[config.mk]
export PLATFORM = sky130hd
export DESIGN_NAME = my_reset_sequencer
export DESIGN_NICKNAME = d
export VERILOG_FILES = /design/src/rtl/my_reset_pkg.sv /design/src/rtl/my_reset_sync.sv /design/src/rtl/my_reset_sequencer.sv
export SDC_FILE = /design/constraint.sdc
export NUM_CORES = 1
export LEC_CHECK = 0
export CAP_MARGIN = 25
export CORE_UTILIZATION = 30
export CTS_BUF_LIST = sky130_fd_sc_hd__clkbuf_4
export CTS_CLUSTER_DIAMETER = 150
export DETAILED_ROUTE_END_ITERATION = 8
export PLACE_DENSITY_LB_ADDON = 0.1
export SETUP_SLACK_MARGIN = 0.3
export SKIP_CTS_REPAIR_TIMING = 1
export SLEW_MARGIN = 10
export SYNTH_ARGS = -nofsm -noshare
export SYNTH_HDL_FRONTEND = slang
export SYNTH_SLANG_ARGS = --single-unit
[constraint.sdc]
create_clock -name clk -period 1.95 [get_ports clk]
set_clock_uncertainty 0.1 [all_clocks]
set_input_delay 0.39 -clock clk [delete_from_list [all_inputs] [get_ports clk]]
set_output_delay 0.39 -clock clk [all_outputs]
set_load 0.01 [all_outputs]
[src/rtl/my_reset_pkg.sv]
// Shared definitions for the reset sequencer: sequencer state encoding,
// the soft-reset counter width and a counter-width helper.
package my_reset_pkg;

    typedef enum logic [1:0] {
        SYNC = 2'd0,
        GAP  = 2'd1,
        RUN  = 2'd2,
        SOFT = 2'd3
    } seq_state_e;

    localparam int REASON_W  = 8;
    localparam int RST_CNT_W = REASON_W;

    // Width of a counter that must hold 0..n-1; never narrower than 1 bit.
    function automatic int cnt_w(input int n);
        return (n > 1) ? $clog2(n) : 1;
    endfunction

endpackage

[src/rtl/my_reset_sync.sv]
// Reset synchronizer: asynchronous assert, synchronized deassert.
// Ports:
//   clk        - clock
//   rst_n      - raw asynchronous active-low reset
//   rst_pre_n  - second-to-last synchronizer stage; goes high one edge
//                before rst_sync_n so a sequencer can act on the same edge
//                that rst_sync_n rises
//   rst_sync_n - synchronized reset; rises on the SYNC_STAGES-th posedge
//                after rst_n rises
module my_reset_sync #(
    parameter int SYNC_STAGES = 2
) (
    input  logic clk,
    input  logic rst_n,
    output logic rst_pre_n,
    output logic rst_sync_n
);

    logic [SYNC_STAGES-1:0] sync_q;

    always_ff @(posedge clk or negedge rst_n) begin
        if (!rst_n) begin
            sync_q <= '0;
        end else begin
            sync_q <= {sync_q[SYNC_STAGES-2:0], 1'b1};
        end
    end

    assign rst_pre_n  = sync_q[SYNC_STAGES-2];
    assign rst_sync_n = sync_q[SYNC_STAGES-1];

endmodule

[src/rtl/my_reset_sequencer.sv]
// Reset sequencer: synchronizes rst_n, releases domain resets one by one
// with a fixed gap, and services a 4-phase soft-reset handshake.
// Ports:
//   clk          - single clock
//   rst_n        - asynchronous active-low reset
//   soft_rst_req - soft-reset request (4-phase)
//   soft_rst_ack - soft-reset acknowledge
//   rst_sync_n   - rst_n with synchronized deassertion
//   dom_rst_n    - per-domain resets, released bit 0 upward
//   seq_done     - high while every domain is released
//   cycle_cnt    - saturating count of cycles spent in RUN
//   reset_count  - accepted soft resets since rst_n, saturating at 255
module my_reset_sequencer
    import my_reset_pkg::*;
#(
    parameter int SYNC_STAGES     = 2,
    parameter int NUM_DOMAINS     = 3,
    parameter int RELEASE_GAP     = 16,
    parameter int SOFT_RST_CYCLES = 8,
    parameter int CNT_W           = 32
) (
    input  logic                   clk,
    input  logic                   rst_n,
    input  logic                   soft_rst_req,
    output logic                   soft_rst_ack,
    output logic                   rst_sync_n,
    output logic [NUM_DOMAINS-1:0] dom_rst_n,
    output logic                   seq_done,
    output logic [CNT_W-1:0]       cycle_cnt,
    output logic [RST_CNT_W-1:0]   reset_count
);

    localparam int GAP_W  = cnt_w(RELEASE_GAP);
    localparam int HOLD_W = cnt_w(SOFT_RST_CYCLES);
    localparam int IDX_W  = cnt_w(NUM_DOMAINS);

    localparam logic [GAP_W-1:0]  GAP_LAST  = GAP_W'(RELEASE_GAP - 1);
    localparam logic [HOLD_W-1:0] HOLD_LAST = HOLD_W'(SOFT_RST_CYCLES - 1);
    localparam logic [IDX_W-1:0]  IDX_LAST  = IDX_W'(NUM_DOMAINS - 1);

    logic rst_pre_n;

    seq_state_e             state_q, state_d;
    logic [GAP_W-1:0]       gap_q, gap_d;
    logic [HOLD_W-1:0]      hold_q, hold_d;
    logic [IDX_W-1:0]       idx_q, idx_d;
    logic [NUM_DOMAINS-1:0] dom_q, dom_d;
    logic                   done_q, done_d;
    logic                   ack_q, ack_d;
    // Set while the current release sequence was started by a soft reset,
    // so only that sequence raises the acknowledge on completion.
    logic                   pend_q, pend_d;
    logic [CNT_W-1:0]       cyc_q, cyc_d;
    logic [RST_CNT_W-1:0]   rcnt_q, rcnt_d;

    my_reset_sync #(
        .SYNC_STAGES(SYNC_STAGES)
    ) u_sync (
        .clk       (clk),
        .rst_n     (rst_n),
        .rst_pre_n (rst_pre_n),
        .rst_sync_n(rst_sync_n)
    );

    always_ff @(posedge clk or negedge rst_n) begin
        if (!rst_n) begin
            state_q <= SYNC;
            gap_q   <= '0;
            hold_q  <= '0;
            idx_q   <= '0;
            dom_q   <= '0;
            done_q  <= 1'b0;
            ack_q   <= 1'b0;
            pend_q  <= 1'b0;
            cyc_q   <= '0;
            rcnt_q  <= '0;
        end else begin
            state_q <= state_d;
            gap_q   <= gap_d;
            hold_q  <= hold_d;
            idx_q   <= idx_d;
            dom_q   <= dom_d;
            done_q  <= done_d;
            ack_q   <= ack_d;
            pend_q  <= pend_d;
            cyc_q   <= cyc_d;
            rcnt_q  <= rcnt_d;
        end
    end

    always_comb begin
        state_d = state_q;
        gap_d   = gap_q;
        hold_d  = hold_q;
        idx_d   = idx_q;
        dom_d   = dom_q;
        done_d  = done_q;
        ack_d   = ack_q;
        pend_d  = pend_q;
        cyc_d   = cyc_q;
        rcnt_d  = rcnt_q;

        // Acknowledge drops as soon as the requester withdraws.
        if (ack_q && !soft_rst_req) begin
            ack_d = 1'b0;
        end

        case (state_q)
            SYNC: begin
                // rst_pre_n high means rst_sync_n rises on this same edge.
                if (rst_pre_n) begin
                    state_d = GAP;
                    gap_d   = '0;
                    idx_d   = '0;
                end
            end
            GAP: begin
                if (gap_q == GAP_LAST) begin
                    dom_d[idx_q] = 1'b1;
                    gap_d        = '0;
                    idx_d        = idx_q + 1'b1;
                    if (idx_q == IDX_LAST) begin
                        done_d  = 1'b1;
                        state_d = RUN;
                        if (pend_q) begin
                            ack_d  = 1'b1;
                            pend_d = 1'b0;
                        end
                    end
                end else begin
                    gap_d = gap_q + 1'b1;
                end
            end
            RUN: begin
                if (soft_rst_req && !ack_q) begin
                    dom_d   = '0;
                    done_d  = 1'b0;
                    cyc_d   = '0;
                    pend_d  = 1'b1;
                    hold_d  = '0;
                    state_d = SOFT;
                    if (rcnt_q != '1) begin
                        rcnt_d = rcnt_q + 1'b1;
                    end
                end else if (cyc_q != '1) begin
                    cyc_d = cyc_q + 1'b1;
                end
            end
            SOFT: begin
                if (hold_q == HOLD_LAST) begin
                    state_d = GAP;
                    gap_d   = '0;
                    idx_d   = '0;
                end else begin
                    hold_d = hold_q + 1'b1;
                end
            end
            default: state_d = SYNC;
        endcase
    end

    assign soft_rst_ack = ack_q;
    assign dom_rst_n    = dom_q;
    assign seq_done     = done_q;
    assign cycle_cnt    = cyc_q;
    assign reset_count  = rcnt_q;

endmodule

# Yosys cells after proc, flatten, opt, wreduce, memory -nomap -nowiden
# Index checks and enable logic that the tools add are counted.
# word_totals
in_bits,3
latch_bits,0
register_bits,59
romBits,0
output_inout_bits,46
mem_bits_rw,0
memories,0
# op_classes
mul,0
magnitude_cmp,2
n_bitwise,1
div_mod_pow,0
n_addsub,5
shifts,0
n_reduce_logical,18
n_eq_ne,14
muxes,36
# op_table
operator,n
2-to-1 mux 32 bit,2
adder 32 x 1 -> 32 bit (second input constant),1
inequality test 32 bit (second input constant),1
2-to-1 mux 2 bit,8
2-to-1 mux 1 bit,12
2-to-1 mux 4 bit,3
one-hot mux 3 bit (2 select lines),2
one-hot mux 4 bit (3 select lines),1
AND reduction 3 bit,4
inequality test 2 bit (second input constant),5
2-to-1 mux 3 bit,3
adder 8 x 1 -> 8 bit (second input constant),1
inequality test 8 bit (second input constant),1
one-hot mux 2 bit (4 select lines),1
AND reduction 4 bit,2
equality test 2 bit (second input constant),3
one-hot mux 2 bit (3 select lines),1
nonzero test 2 bit,3
AND reduction 5 bit,1
adder 4 x 1 -> 4 bit (second input constant),1
equality test 4 bit (second input constant),1
one-hot mux 1 bit (2 select lines),2
adder 3 x 1 -> 3 bit (second input constant),1
equality test 3 bit (second input constant),1
other kinds (12),15

# Depth between registers and ports, before layout
# logic_depth
word_depth,7
mapped_depth,9
depth_no_buf,7

# Hierarchy
# Synthesis repeated with hierarchy kept, for this count alone.
# hier_totals
cells_unflattened,342
area_unflattened_um2,3229.3
# by_module_without_submodules
mod,seq_area_each_um2,cells_each,area_each_um2,n_inst
my_reset_sequencer,1426.4,339,3175.5,1
my_reset_sync,50.0,3,53.8,1

# Least setup slack after synthesis
# No wires, ideal clock.
# synth_timing
kind,register to register
startpoint,"register cyc_q[0], in the netlist cycle_cnt[0]"
endpoint,"register cyc_q[5], in the netlist cycle_cnt[5]"
t_arrival_ps,2024
path_slack_ps,-291
required_ps,1733
n_path_buf,1
setup_time_ps,117
stages_incl_launch_ff,8
period_less_slack_ps,2241
cell_sequence,dfrtp_1 ha_1 nand4_1 or4_4 o31a_2 buf_6 a21oi_2 nor2_1
# synth_via
elab_chain_len,3
word_cells_on_any_way,6
cone_classes,1 x add/sub; 1 x eq/ne; 2 x mux; 2 x reduce/logical
# synth_lines
element,line,source
"start, declared",my_reset_sequencer.sv:53,"logic [CNT_W-1:0] cyc_q, cyc_d;"
"start signal, assigned",my_reset_sequencer.sv:86,cyc_q <= cyc_d;
adder 32 x 1 -> 32 bit or inequality test 32 bit (tied branches),"my_reset_sequencer.sv:146, my_reset_sequencer.sv:145",
2-to-1 mux 32 bit or nonzero test 2 bit (tied branches),--,
2-to-1 mux 32 bit or AND reduction 2 bit (tied branches),--,
# Parallel ways exist; a longest one is shown, timed or not. The select of a mux whose other input is x is not followed.
# A chain may end at the register's enable or synchronous reset.

# Final worst setup path
# layout_timing
startpoint,"register cyc_q[0], in the netlist cycle_cnt[0]"
endpoint,"register cyc_q[30], in the netlist cycle_cnt[30]"
# The elaborated chain is that of the path after synthesis.

==> out/metrics.cfg <==
[power_and_ir_drop]
swShare = 0.347
p_clk_frac = 0.229
seqPwrFrac = 0.286
peakVddDrop_uv = 641
p_comb_frac = 0.485
p_per_area_mw_per_mm2 = 1080
p_leak_nw = 2.56
intPower_mw = 3.65
power.switching_mw = 1.94

[drt]
first_pass_iters = 4
viasPerCell = 4.97
wl_mm = 9.76
wire_per_inst_um = 14.9
ant_nets = 0
drt_iter0_markers = 186
num_vias = 3244
drt_drc_violations_left = 0

[global_route]
grt_usage = 0.168
met3_usage = 0.0374
grt_pass1_vias = 2969
grt_overflow = 0
antenna_found_initial = 0
grt_max_degree = 60
met1_usage = 0.229
grt_pass1_wl_mm = 15.0
top_usage_layer = met2
gr-usage-met2 = 0.265

[yosys]
synth_nets = 382
synth_area_per_cell_um2 = 9.21
ys_types = 54
synth.yosys.seq_area_share = 0.438
ys.flop_type = dfrtp_1
netlist_area_mm2 = 0.00337
ys_seq_elements = 59
synth_edf_count = 0
yosysWarnings = 0
syn-instance-count = 366
async_flop_share = 1.00

[critical_path]
reg2reg_slack_ps = -250
cp.required_ps = 2200
crit_type = reg -> reg
critPathSlowestCell = or4_4
path_cells = ha_2, nand4_1, or4_4, o31ai_4, buf_6, buf_12, o21bai_4, a21o_1
cp-start-kind = flip-flop
reg2reg_depth = 8
worst_setup_path_end_kind = flip-flop
rr_endpoint = cycle_cnt[30]
reg2reg_from = cycle_cnt[0]
arrival_ps = 2440
cp_max_fo = 6
crit_path_max_incr_delay_ps = 600

[clock_tree]
htree_levels = 3
cts_root_buffer = clkbuf_4
clk_path_buf_depth = 2
cts_tree = built
clkTransAtPathRegs_ps = 110
numCtsBuffers = 9
cts.sinks = 59
clkLatencyLatePin_ps = 410

[job]
drv_cap = 0

[placement]
post-place-cells = 598
dpl.hpwl_mm = 6.41
gp_congestion = 0.766
port_buffers = 48

[sta]
rsz0062_at_grt = true
fmax_mhz = 455
setup_viol = 32
finalCritPeriodShare = 1.13
drv_slew = 0
fin_crit_ps = 2200
finalHoldViolations = 0
fin_ws_ps = -245

[layout]
antenna_cells = 0
drive_gt1_frac = 0.398
syn_to_final_growth_pct = 54.1
fin_cells = 653
multi_input_area_mm2 = 0.00196
fillers = 1057
final_util = 0.477
nets = 524
register_area_mm2 = 0.00148

[outcome]
violations = negative setup slack
status = finished, violations left

[floorplanning]
rows = 38
die_h_um = 108
pin_count = 49
start_util = 0.310
fp.dieArea_mm2 = 0.0117
placeableCoreArea_mm2 = 0.0109
die_w_um = 108

[hold_path]
min_to = u_sync.sync_q[1]
holdPathStages = 0
hp-start = u_sync.sync_q[0]
min_path_type = reg -> reg

## synth_stat cells, drive strengths merged, types with 9 or more instances
| master | n | area [µm²] |
|---|---|---|
| dfrtp | 59 | 1480 |
| nand3 | 31 | 155 |
| o21ai | 51 | 259 |
| buf | 10 | 91.3 |
| a31oi | 12 | 75.1 |
| nand4 | 16 | 100 |
| o31ai | 11 | 110 |
| inv | 11 | 41.3 |
| ha | 13 | 163 |
| clkbuf | 9 | 38.8 |
| nor2 | 16 | 60.1 |
| a21oi | 15 | 78.8 |
| nand2 | 41 | 154 |
## critical path: cells and delay by family, from the launching register on
family	cells	cell delay, ps
simple gates	2	720
buf+inv	2	300
compound gates	3	450
fa+ha+maj	1	180
flops	1	370
## cells in the final DEF, fill, tap and decap left out, types with 7 or more instances in the layout
cell / count
o31ai_1: 7
clkbuf_2: 20
dlymetal6s2s_1: 19
a21oi_1: 11
buf_6: 28
dfrtp_1: 54
clkbuf_4: 10
o21ai_0: 8
nand3_1: 27
nor2_1: 16
ha_1: 8
nand2_1: 37
a31oi_1: 12
inv_1: 9
buf_4: 74
o21ai_2: 8
nand4_1: 16
o21ai_1: 34
## cells by family (layout without fill, tap and decap cells)
group | count (synthesis) | in the layout | synth area share
and+or+nand+nor | 149 | 149 | 0.239
AOI/OAI and AO/OA | 102 | 102 | 0.189
DFF | 59 | 59 | 0.438
buffers and inverters | 30 | 177 | 0.0508
adders and majority gates | 13 | 13 | 0.0483
xor gates and xnor gates | 7 | 7 | 0.0182
muxes | 5 | 5 | 0.0156
other | 1 | 1 | 0.00111
## flip-flops by register name, indices dropped and copies added, names as in the netlist
name	flops
reset_count	8
soft_rst_ack	1
idx_q	2
state_q	2
u_sync.sync_q	2
cycle_cnt	32
pend_q	1
dom_rst_n	3
gap_q	4
seq_done	1
hold_q	3
## power by group through the flow
stage          registers [mW]  logic [mW]  clock network, mW
4_1_cts                  1.62        1.79               1.31
3_3_place_gp             1.64        1.77                  0
2_1_floorplan            1.68        1.14                  0
6_report                 1.60        2.71               1.28
3_5_place_dp             1.65        1.78                  0
5_1_grt                  1.62        2.94               1.37
## per-stage QoR
stage          area [µm²]  hold WS, ps  setup slack [ps]  total power [mW]  TNS [ps]
5_1_grt              5190          343              -349              5.94     -9840
6_report             5190          315              -245              5.59     -6170
3_5_place_dp         4440          289              -635              3.43    -16250
4_1_cts              4640         -141              -312              4.73     -7220
3_3_place_gp         4440          269              -587              3.40    -15370
2_1_floorplan        3440        -5.59              -271              2.82     -7140
## metal layers
metal / up-vias / part of all wire
met5: - / 0
met4: 0 / 0.0072
met3: 6 / 0.029
met2: 49 / 0.49
met1: 1564 / 0.48
li1: 1625 / -
## how the worst max path moves through the flow
| stage | start | to | cells after the start |
|---|---|---|---|
| 2_1_floorplan | cycle_cnt[1] | cycle_cnt[5] | 7 |
| 6_report | cycle_cnt[0] | cycle_cnt[30] | 8 |
| 3_5_place_dp | soft_rst_req | cycle_cnt[19] | 6 |
| 5_1_grt | cycle_cnt[0] | cycle_cnt[30] | 8 |
| 4_1_cts | cycle_cnt[1] | cycle_cnt[18] | 6 |
| 3_3_place_gp | soft_rst_req | cycle_cnt[19] | 6 |
## area by class of cell
type                    count  share of cell area
multi-input cells         277               0.377
flip-flops and latches     59               0.285
repair buffers            150               0.257
well taps                 140              0.0337
clock inverters             6              0.0246
clock buffers              10              0.0145
inverters                  11             0.00795
(Power assumes the default switching activity.)
